### config.mk
export PLATFORM = sky130hd
export DESIGN_NAME = scalar_regs
export DESIGN_NICKNAME = d
export VERILOG_FILES = /design/src/rtl/scalar_regs.sv
export SDC_FILE = /design/constraint.sdc
export NUM_CORES = 1
export LEC_CHECK = 0
export CAP_MARGIN = 25
export CORE_ASPECT_RATIO = 0.9
export CORE_MARGIN = 8
export CORE_UTILIZATION = 49
export CTS_CLUSTER_SIZE = 40
export DETAILED_ROUTE_END_ITERATION = 16
export PLACE_DENSITY_LB_ADDON = 0.12
export SYNTH_ARGS = -nofsm -noshare
export SYNTH_HDL_FRONTEND = slang
export SYNTH_SLANG_ARGS = --single-unit
### constraint.sdc
create_clock -name clk -period 8.5 [get_ports clk]
set_input_delay 0.85 -clock clk [delete_from_list [all_inputs] [get_ports clk]]
set_output_delay 0.85 -clock clk [all_outputs]
set_load 0.1 [all_outputs]
### src/rtl/scalar_regs.sv
// scalar_regs: small NPU scalar register file (scale, bias, shift, ...).
// One synchronous write port, one combinational read port, and every
// register exported in parallel on registers_out.
// Optional build macro SCALAR_REGS_BYPASS_EN: write-through forwarding of
// write_data onto read_data when the write and read hit the same register.
module scalar_regs #(
    parameter int WIDTH       = 16,
    parameter int NUM_SCALARS = 4,
    parameter int WA          = 4
) (
    input  logic                           clk,
    input  logic                           rst,
    input  logic [$clog2(NUM_SCALARS)-1:0] read_addr,
    output logic [WIDTH-1:0]               read_data,
    input  logic                           we,
    input  logic [WA-1:0]                  write_addr,
    input  logic [WIDTH-1:0]               write_data,
    output logic [WIDTH-1:0]               registers_out [NUM_SCALARS]
);

    localparam int RA = $clog2(NUM_SCALARS);

    logic [WIDTH-1:0]       scalar_reg [NUM_SCALARS];
    logic [NUM_SCALARS-1:0] write_hit;
    logic [NUM_SCALARS-1:0] read_hit;
    logic [WIDTH-1:0]       read_data_next;

    // Address decode per register. The write compare uses the full write
    // address width, so out-of-range addresses match no register at all
    // instead of aliasing onto a low register.
    generate
        for (genvar gi = 0; gi < NUM_SCALARS; gi++) begin : gen_slot
            assign write_hit[gi]     = we && (write_addr == WA'(gi));
            assign read_hit[gi]      = (read_addr == RA'(gi));
            assign registers_out[gi] = scalar_reg[gi];
        end
    endgenerate

    // Storage: cleared asynchronously, loaded from write_data on a decoded hit.
    always_ff @(posedge clk or posedge rst) begin
        if (rst) begin
            for (int i = 0; i < NUM_SCALARS; i++) begin
                scalar_reg[i] <= '0;
            end
        end else begin
            for (int i = 0; i < NUM_SCALARS; i++) begin
                if (write_hit[i]) begin
                    scalar_reg[i] <= write_data;
                end
            end
        end
    end

    // Combinational read mux; an unmatched read address yields zero.
    always_comb begin
        read_data_next = '0;
        for (int i = 0; i < NUM_SCALARS; i++) begin
            if (read_hit[i]) begin
                read_data_next = scalar_reg[i];
            end
        end
`ifdef SCALAR_REGS_BYPASS_EN
        // Same-cycle forwarding of an in-range write aimed at the read slot.
        if (|(write_hit & read_hit)) begin
            read_data_next = write_data;
        end
`else
`endif
        // Reset dominates, including over any forwarded value.
        if (rst) begin
            read_data_next = '0;
        end
    end

    assign read_data = read_data_next;

endmodule

==> impl_metrics.json <==
{
  "timing.critical_path.max_delay_family": "buffers and inverters",
  "insertedDiodeCount": 0,
  "highest_layer": "met4",
  "routed_via_density": 5.51,
  "final.min_clock_period_ns": 4.59,
  "critPathRequiredTime_ns": 7.65,
  "finalHoldViolCount": 0,
  "slowest_stage": "sky130_fd_sc_hd__clkdlybuf4s50_1",
  "start_util_pct": 49.9,
  "yosysWarningCount": 0,
  "synthesized_nets": 203,
  "synth_top_family_by_area": "multiplexers",
  "num_vias": 1979,
  "timing.hold.worst.class": "reg2reg",
  "cp_cell_sequence": "clkdlybuf4s50_1, inv_2, buf_4, and2_1, clkdlybuf4s50_1",
  "fp.dieW_microns": 98.8,
  "place_congestion": 0.705,
  "global_route_wire_length_before_repair_microns": 12100,
  "globalRouteTotalUtil_pct": 17.3,
  "r2r_start": "registers_out[57]",
  "die_h_microns": 90.5,
  "antenna_violations_before_repair": 0,
  "unrepaired_setup_endpoints_after_global_routing": "false",
  "synth.top_cells.by_area": "sky130_fd_sc_hd__dfrtp_1 53%, sky130_fd_sc_hd__mux2_2 16%, sky130_fd_sc_hd__mux4_2 12%",
  "synth_fa_ha_area_share_pct": 0,
  "max_clock_freq_ghz": 0.218,
  "min-delay-start": "registers_out[25]",
  "crit_start": "rst",
  "library_cell_used_as_clock_root_buffer": "sky130_fd_sc_hd__clkbuf_8",
  "fp.coreArea_sq_mm": 0.00605,
  "route.met2.wl_microns": 3550,
  "cts_num_sinks": 64,
  "numCtsBuffers": 9,
  "drt_pass1_iterations": 4,
  "routedLengthMet1_microns": 3250,
  "cts_max_path_buffers": 2,
  "placement.cell_area_sq_mm": 0.00407,
  "worst_setup_hold_path_clk_slew_ns": 0.06,
  "post_route_cells_drive_above_1_share_pct": 34.5,
  "max_reg_flops": 64,
  "detail_route.wirelength_microns": 7400,
  "final_count_of_negative_setup_slack_endpoints": 0,
  "place.port_buffers": 104,
  "worstSkewPairLatency_ns": 0.33,
  "layout_commonest_cell": "sky130_fd_sc_hd__clkdlybuf4s50_1",
  "nets": 309,
  "h-tree-depth": 3,
  "power.ir.vdd_worst_uv": 199,
  "cp_common_cell": "sky130_fd_sc_hd__clkdlybuf4s50_1",
  "yosys.area.top_type_share_pct": 53.0,
  "dp_hpwl_microns": 5180,
  "worst-setup-path-type": "in2out",
  "post_cts.resized_instances": 0,
  "placement_rows": 27,
  "setup_tns_ns": 0,
  "worst_ep_arrival_time_ns": 3.74,
  "area.growth.synth_to_final_pct": 39.8,
  "post_synth_inst_count": 178,
  "clock_skew_ns": 0,
  "drt_drc_violations_left": 0,
  "synth.distinct_cells": 17,
  "critical_path_buf_inv_count": 4,
  "crit_fanout": 43,
  "powerDensity_mw_per_mm2": 380,
  "grt_max_degree": 44,
  "finalInstanceArea_sq_mm": 0.00422,
  "slew_headroom_pct": 33.1,
  "period_share_pct": 54.0,
  "design_power_total_mw": 1.60,
  "netlist.top_cell.by_area": "sky130_fd_sc_hd__dfrtp_1",
  "synth-seq-area-share_pct": 53.0,
  "wire_per_inst_microns": 20.6,
  "dr.first_iter.drc_count": 30,
  "critical-path-max-stage-delay_ns": 1.13,
  "outcome": "complete, no violations",
  "synthesized_area_fraction_occupied_by_xor_and_xnor_cells_pct": 0,
  "max_cap_violations": 0,
  "die-area_sq_mm": 0.00894,
  "gr-total-overflow": 0,
  "post_synthesis_compound_gate_area_fraction_pct": 0,
  "finalMaxSlewViolations": 0,
  "via_count_of_the_first_global_routing_pass": 2172,
  "start_kind": "primary input",
  "wl_met3_microns": 507,
  "postRouteAntennaNets": 0,
  "tritoncts": "done",
  "power.leakage_nw": 1.80,
  "most-common-layout-cells": "104 x sky130_fd_sc_hd__clkdlybuf4s50_1, 64 x sky130_fd_sc_hd__dfrtp_1, 44 x sky130_fd_sc_hd__mux2_2",
  "worstMarginPinSlew_ns": 1.00,
  "post_synth_mux_area_share_pct": 38.3,
  "syn_avg_cell_area_sq_um": 17.0,
  "synth_simple_gate_area_share_pct": 5.34,
  "whs_ns": 0.528,
  "cts-hold-fix-buffers": 0,
  "io_pins": 105,
  "synth_seq_cells": 64,
  "timing.critical_path.to_type": "output port",
  "cts_setup_buffers": 0,
  "mappedNetlistArea_sq_mm": 0.00302
}
-- power breakdown --
part	total, mW	leakage, nW	internal (mW)	switching [mW]
Sequential	0.435	0.785	0.376	0.0586
Combinational	0.954	0.931	0.246	0.708
Clock	0.214	0.0794	0.110	0.103
Total	1.60	1.80	0.733	0.870
-- cells by family after synthesis --
| logic type | count (synthesis) |
|---|---|
| mux | 80 |
| flops | 64 |
| simple gates | 22 |
| buf+inv | 12 |
-- layout make-up --
class | instances | area [sq um]
clock buffer | 13 | 149
clock inverter | 1 | 5.00
fill | 431 | 1820
inverter | 1 | 3.75
multi-input combinational | 102 | 1320
sequential | 64 | 1600
tap | 72 | 90.1
timing repair buffer | 106 | 1060
-- synth_stat cells --
library cell and n:
sky130_fd_sc_hd__clkbuf_1 2, sky130_fd_sc_hd__mux2_4 20, sky130_fd_sc_hd__buf_4 2, sky130_fd_sc_hd__nand3_2 1, sky130_fd_sc_hd__inv_1 1, sky130_fd_sc_hd__buf_6 4, sky130_fd_sc_hd__nor4b_2 1, sky130_fd_sc_hd__and2_1 16
sky130_fd_sc_hd__mux4_2 16, sky130_fd_sc_hd__nand2_2 1, sky130_fd_sc_hd__and3b_2 1, sky130_fd_sc_hd__and2b_1 1, sky130_fd_sc_hd__mux2_2 44, sky130_fd_sc_hd__nor3b_2 1, sky130_fd_sc_hd__buf_2 2, sky130_fd_sc_hd__dfrtp_1 64
sky130_fd_sc_hd__buf_12 1
-- layer usage --
layer	global-route usage (%)	vias up
li1	-	867
met2	26.5	72
met5	0	-
met3	6.86	10
met4	5.36	0
met1	21.8	1030
-- worst paths after layout --
| check | slack, ns | endpoint | cells after the start |
|---|---|---|---|
| min reg2reg | 0.53 | registers_out[25] | 1 |
| min | 0.53 | registers_out[25] | 1 |
| max | 3.91 | read_data[12] | 5 |
| max reg2reg | 7.70 | registers_out[57] | 1 |
| max in group asynchronous | 6.54 | registers_out[28] | 3 |
| min in group asynchronous | 1.00 | registers_out[11] | 2 |
-- metrics by stage --
stage	util, %	worst slack [ns]	cells
after floorplan	-	3.72	178
after global placement	67.3	3.87	345
after detailed placement	67.3	3.85	345
after CTS	69.8	3.83	359
after global routing	69.8	3.63	359
final	69.8	3.91	359
Power figures use the tool's default switching activity.
